==> config.mk <==
export PLATFORM = sky130hd
export DESIGN_NAME = wb_write_sequencer
export DESIGN_NICKNAME = d
export VERILOG_FILES = /design/src/rtl/wb_write_sequencer.sv
export SDC_FILE = /design/constraint.sdc
export NUM_CORES = 1
export LEC_CHECK = 0
export BUFFER_PORTS_ARGS = -buffer_cell sky130_fd_sc_hd__buf_2
export CORE_ASPECT_RATIO = 0.6
export CORE_MARGIN = 5
export CORE_UTILIZATION = 48
export CTS_CLUSTER_DIAMETER = 150
export DETAILED_ROUTE_END_ITERATION = 6
export PLACE_DENSITY = 0.82
export SLEW_MARGIN = 40
export SYNTH_ARGS = -nofsm -noshare
export SYNTH_HDL_FRONTEND = slang
export SYNTH_SLANG_ARGS = --single-unit
==> constraint.sdc <==
create_clock -name clk -period 3.32 [get_ports clk]
set_input_delay 0.332 -clock clk [delete_from_list [all_inputs] [get_ports clk]]
set_output_delay 0.332 -clock clk [all_outputs]
set_load 0.05 [all_outputs]
==> src/rtl/wb_write_sequencer.sv <==
// wb_write_sequencer: splits a W-stage entry into at most two register-file writes (E then M).
// Latency: rf_* valid one cycle after the W entry is sampled; a dual write occupies two cycles.
// Backpressure: W_stall holds the W register for a pending second write and permanently after a fault.
// Optional feature macro WB_PERF_CNT_EN adds retired_cnt / dual_stall_cnt.
module wb_write_sequencer #(
  parameter int          DATA_W = 64,
`ifdef WB_PERF_CNT_EN
  parameter int          CNT_W  = 32,
`endif
  parameter logic [3:0]  RNONE  = 4'hF
) (
  input  logic              clk,
  input  logic              rst_n,
  input  logic [2:0]        W_stat,
  input  logic [3:0]        W_icode,
  input  logic              W_Cnd,
  input  logic [DATA_W-1:0] W_valE,
  input  logic [DATA_W-1:0] W_valM,
  input  logic [3:0]        W_dstE,
  input  logic [3:0]        W_dstM,
  output logic              W_stall,
  output logic              rf_we,
  output logic [3:0]        rf_waddr,
  output logic [DATA_W-1:0] rf_wdata,
  output logic [2:0]        proc_stat,
  output logic              halted
`ifdef WB_PERF_CNT_EN
  ,
  output logic [CNT_W-1:0]  retired_cnt,
  output logic [CNT_W-1:0]  dual_stall_cnt
`endif
);

  localparam logic [2:0] SBUB  = 3'd0;
  localparam logic [2:0] SAOK  = 3'd1;
  localparam logic [3:0] ICMOV = 4'h2;

  typedef enum logic [1:0] {
    ST_IDLE   = 2'd0,
    ST_SECOND = 2'd1,
    ST_HALT   = 2'd2
  } state_e;

  state_e            state_q, state_d;
  logic              rf_we_q, rf_we_d;
  logic [3:0]        rf_waddr_q, rf_waddr_d;
  logic [DATA_W-1:0] rf_wdata_q, rf_wdata_d;
  logic [2:0]        proc_stat_q, proc_stat_d;
  logic              halted_q, halted_d;

  logic e_vld, m_vld, same_dst, dual_wr, fault_entry, normal_op;

  // Write-intent decode for the entry currently in W; a failed cmov drops its E write.
  always_comb begin
    e_vld       = (W_dstE != RNONE) && !((W_icode == ICMOV) && !W_Cnd);
    m_vld       = (W_dstM != RNONE);
    same_dst    = e_vld && m_vld && (W_dstE == W_dstM);
    dual_wr     = e_vld && m_vld && !same_dst;
    fault_entry = (W_stat != SBUB) && (W_stat != SAOK);
    normal_op   = (W_stat == SAOK);
  end

  // Stall W while a dual write is issuing its first half, and forever once halted.
  // Held low during reset so the pipeline is never frozen by a stale entry.
  always_comb begin
    W_stall = 1'b0;
    if (rst_n) begin
      unique case (state_q)
        ST_IDLE:   W_stall = normal_op && dual_wr;
        ST_SECOND: W_stall = 1'b0;
        ST_HALT:   W_stall = 1'b1;
        default:   W_stall = 1'b0;
      endcase
    end
  end

  // Next-state and next-output selection; address/data hold when no write is issued.
  always_comb begin
    state_d     = state_q;
    rf_we_d     = 1'b0;
    rf_waddr_d  = rf_waddr_q;
    rf_wdata_d  = rf_wdata_q;
    proc_stat_d = proc_stat_q;
    halted_d    = halted_q;
    unique case (state_q)
      ST_IDLE: begin
        if (fault_entry) begin
          proc_stat_d = W_stat;
          halted_d    = 1'b1;
          state_d     = ST_HALT;
        end else if (normal_op) begin
          if (dual_wr) begin
            rf_we_d    = 1'b1;
            rf_waddr_d = W_dstE;
            rf_wdata_d = W_valE;
            state_d    = ST_SECOND;
          end else if (m_vld) begin
            // Covers both M-only and same-destination (M wins, e.g. popq %rsp).
            rf_we_d    = 1'b1;
            rf_waddr_d = W_dstM;
            rf_wdata_d = W_valM;
          end else if (e_vld) begin
            rf_we_d    = 1'b1;
            rf_waddr_d = W_dstE;
            rf_wdata_d = W_valE;
          end
        end
      end
      ST_SECOND: begin
        // W is held by the stall, so the M half is still on the inputs.
        rf_we_d    = 1'b1;
        rf_waddr_d = W_dstM;
        rf_wdata_d = W_valM;
        state_d    = ST_IDLE;
      end
      ST_HALT: begin
        state_d = ST_HALT;
      end
      default: begin
        state_d = ST_IDLE;
      end
    endcase
  end

  // State and registered outputs; reset drops any pending second write.
  always_ff @(posedge clk or negedge rst_n) begin
    if (!rst_n) begin
      state_q     <= ST_IDLE;
      rf_we_q     <= 1'b0;
      rf_waddr_q  <= RNONE;
      rf_wdata_q  <= '0;
      proc_stat_q <= SAOK;
      halted_q    <= 1'b0;
    end else begin
      state_q     <= state_d;
      rf_we_q     <= rf_we_d;
      rf_waddr_q  <= rf_waddr_d;
      rf_wdata_q  <= rf_wdata_d;
      proc_stat_q <= proc_stat_d;
      halted_q    <= halted_d;
    end
  end

  assign rf_we     = rf_we_q;
  assign rf_waddr  = rf_waddr_q;
  assign rf_wdata  = rf_wdata_q;
  assign proc_stat = proc_stat_q;
  assign halted    = halted_q;

`ifdef WB_PERF_CNT_EN
  logic             ret_inc, dual_inc;
  logic [CNT_W-1:0] retired_q, dual_stall_q;

  // An instruction retires when its last write issues: single-cycle in IDLE, or in SECOND.
  always_comb begin
    ret_inc  = ((state_q == ST_IDLE) && normal_op && !dual_wr) || (state_q == ST_SECOND);
    dual_inc = (state_q == ST_IDLE) && normal_op && dual_wr;
  end

  // Free-running wrap-around counters; they stop naturally in HALT since no event fires there.
  always_ff @(posedge clk or negedge rst_n) begin
    if (!rst_n) begin
      retired_q    <= '0;
      dual_stall_q <= '0;
    end else begin
      if (ret_inc)  retired_q    <= retired_q + CNT_W'(1);
      if (dual_inc) dual_stall_q <= dual_stall_q + CNT_W'(1);
    end
  end

  assign retired_cnt    = retired_q;
  assign dual_stall_cnt = dual_stall_q;
`endif

endmodule

==> results.sh <==
export IMPL_worst_ep_required_time_ns=3.49
export IMPL_vias_per_cell=5.598
export IMPL_first_iter_violations=280
export IMPL_cts_buffers=9
export IMPL_ir_drop_mv=0.2969
export IMPL_place_ws_ns=0.7083
export IMPL_wl_met3_mm=1.252
export IMPL_maxCapViolCount=0
export IMPL_cts_root_buffer="clkbuf_16"
export IMPL_drt_pass1_iter_count=4
export IMPL_p_per_area_nw_per_um2=473.3
export IMPL_worstSkewPairLatency_ns=0.33
export IMPL_report_final_slew_viol_count=0
export IMPL_status="finished clean"
export IMPL_synth_top_area_share_pct=44.66
export IMPL_antenna_left=0
export IMPL_crit_arrival_ns=2.65
export IMPL_p_leak_nw=2.714
export IMPL_drive_above_1_share_pct=40.13
export IMPL_fin_skew_ns=0.004597
export IMPL_syn_to_final_growth_pct=35.92
export IMPL_die_width_um=126.7
export IMPL_drt_met1_wl_mm=5.075
export IMPL_postCtsHoldBufs=0
export IMPL_antenna_found_initial=0
export IMPL_cts_buffer_depth=2
export IMPL_yosysSeqAreaShare_pct=48.01
export IMPL_clockPowerShare_pct=35.5
export IMPL_syn_nets=571
export IMPL_yosys_area_top_type="dfrtp_1"
export IMPL_synthFlopType="dfrtp_1"
export IMPL_finalSetupTns_ns=0
export IMPL_grt_usage_pct=24.68
export IMPL_switchingPower_mw=0.7967
export IMPL_dp_cells=715
export IMPL_worstMarginPinSlew_ns=0.8616
export IMPL_grt_pass1_vias=3999
export IMPL_final_hold_viol_count=0
export IMPL_core_area_um2=7914
export IMPL_post_drt_wl_per_cell_um=17.30
export IMPL_worst_slack_ns=0.8448
export IMPL_wl_met2_mm=6.092
export IMPL_cts_setup_buffers=0
export IMPL_critPathLaunchType="flip-flop"
export IMPL_critPathKind="reg -> reg"
export IMPL_dpl_hpwl_mm=9.058
export IMPL_endpoint_kind="flip-flop"
export IMPL_r2r_slack_ns=0.84
export IMPL_grt_overflow=0
export IMPL_fin_crit_sh_pct=74.55
export IMPL_port_buffers=219
export IMPL_rsz0062_at_grt="false"
export IMPL_synth_area_leaders="dfrtp_1 (45%), a32oi_1 (15%), nor2b_1 (9.9%), a21oi_1 (8.7%), nor2_1 (6.8%)"
export IMPL_layout_min_cycle_time_ns=2.475
export IMPL_nets=764
export IMPL_yosys_warnings=0
export IMPL_syn_area_per_cell_um2=9.229
export IMPL_setup_viol=0
export IMPL_hold_path_class="in -> async"
export IMPL_placed_area_um2=5052
export IMPL_vias=4098
export IMPL_ys_ff_latch=75
export IMPL_die_area_um2=10140
export IMPL_synth_most_common_cell="nor2_1"
export IMPL_grt_pass1_wl_mm=19.98
export IMPL_internal_power_mw=1.726
export IMPL_timing_rr_start="state_q[1]$_DFFE_PN0P_"
export IMPL_ys_top_cells_by_count="nor2_1 (71), dfrtp_1 (70), a21oi_1 (68), a32oi_1 (68), nor2b_1 (62)"
export IMPL_syn_cell_area_um2=3923
export IMPL_ios=220
export IMPL_combPwrFrac_pct=24.5
export IMPL_place_gp_congestion=0.9318
export IMPL_cts_resized=0
export IMPL_critical_path_max_fanout=46
export IMPL_clock_sinks=75
export IMPL_synth_edf_count=0
export IMPL_p_sw_share_pct=31.58
export IMPL_rows=25
export IMPL_htreeDepth=3
export IMPL_fin_cells=732
export IMPL_async_reset_ff_share_pct=100.0
export IMPL_max_slew_margin_pct=42.56
export IMPL_fillCellCount=644
export IMPL_synthCells=425
export IMPL_top_layer_used="met4"
export IMPL_cts_tree="built"
export IMPL_r2r_end="rf_wdata[43]$_DFFE_PN0P_"
export IMPL_grt_start_max_net_pins=138
export IMPL_p_seq_share_pct=40.0
export IMPL_drc=0
export IMPL_cts_clk_slew_worst_paths_ns=0.06
export IMPL_netlist_cell_type_count=30
export IMPL_r2r_cells=6
export IMPL_initial_utilization_pct=49.57
export IMPL_die_y_um=80.02
export IMPL_final_cell_area_um2=5331
export IMPL_fmax_mhz=404.0
export IMPL_finalWirelength_mm=12.66
-- worst max-delay path: stages (launching register included) --
cell,delay [ns]
dfrtp_1,0.45
nand2b_2,0.60
and2_2,0.57
buf_12,0.28
nor2b_1,0.08
a32oi_1,0.19
a21oi_1,0.11
-- state kept, by name (all words and copies together), names as in the netlist --
register	flops
rf_wdata	64
rf_we	1
halted	1
proc_stat	3
rf_waddr	4
state_q	2
-- cell families (layout without fill, tap and decap cells) --
logic type	after synthesis	after routing	share of synthesized area, %
AND/OR/NAND/NOR	159	159	20.80
AO/OA/AOI/OAI	141	141	24.88
flip-flops	75	75	48.01
buffers and inverters	45	243	5.135
XOR/XNOR	4	4	0.8931
multiplexers	1	1	0.2871
other	0	1	0
-- per-layer routing --
layer	GRT usage [%]	vias to the layer above
li1	-	1927
met1	30.45	1935
met2	40.08	212
met3	9.091	24
met4	8.672	0
met5	0	-
-- area by class of cell --
type | instances | area [um2] | area share, %
Antenna cell | 1 | 2.502 | 0.04694
Clock buffer | 14 | 264.0 | 4.952
Clock inverter | 2 | 10.01 | 0.1877
Inverter | 1 | 3.754 | 0.07041
Multi-Input combinational cell | 305 | 1859 | 34.87
Sequential cell | 75 | 1883 | 35.32
Tap cell | 108 | 135.1 | 2.535
Timing Repair Buffer | 226 | 1174 | 22.01
-- placed cells by master (no fill, tap or decap), types with 5 or more instances in the layout --
| master | synthesis | final |
|---|---|---|
| a32oi_1 | 68 | 68 |
| buf_2 | 2 | 218 |
| nor2b_1 | 62 | 62 |
| nor2_1 | 71 | 71 |
| buf_4 | 2 | 5 |
| dfrtp_1 | 70 | 70 |
| and2b_1 | 6 | 6 |
| nand2_1 | 6 | 6 |
| a21oi_1 | 68 | 68 |
| dfstp_2 | 5 | 5 |
| clkbuf_16 | 0 | 9 |
-- power groups by stage --
stage	clock network, mW	logic, mW	registers (mW)
6_report	0.895	0.619	1.01
4_1_cts	0.913	0.622	1.01
3_5_place_dp	0	0.620	1.02
3_3_place_gp	0	0.609	1.02
5_1_grt	0.959	0.664	1.02
2_1_floorplan	0	0.198	1.23
-- worst max-delay path by stage --
stage | start | to | slack [ns] | depth (start not counted)
finish | state_q[1]$_DFFE_PN0P_ | rf_wdata[43]$_DFFE_PN0P_ | 0.84 | 6
global route | state_q[1]$_DFFE_PN0P_ | rf_wdata[43]$_DFFE_PN0P_ | 0.68 | 6
CTS | state_q[1]$_DFFE_PN0P_ | rf_wdata[28]$_DFFE_PN0P_ | 0.84 | 6
detailed placement | W_icode[3] | rf_wdata[43]$_DFFE_PN0P_ | 0.71 | 7
global placement | W_icode[3] | rf_wdata[31]$_DFFE_PN0P_ | 0.81 | 7
floorplan | W_icode[3] | rf_wdata[0]$_DFFE_PN0P_ | 1.36 | 7
-- metrics by stage --
step,hold WS [ns],util (%),total power [mW]
after detailed placement,0.4543,63.84,1.644
after global routing,0.2227,67.34,2.639
after global placement,0.4548,63.75,1.631
after floorplan,0.03641,-,1.431
after CTS,0.1790,67.30,2.544
final,0.1391,67.37,2.523
Note: power is estimated with default switching activity, not from simulation.
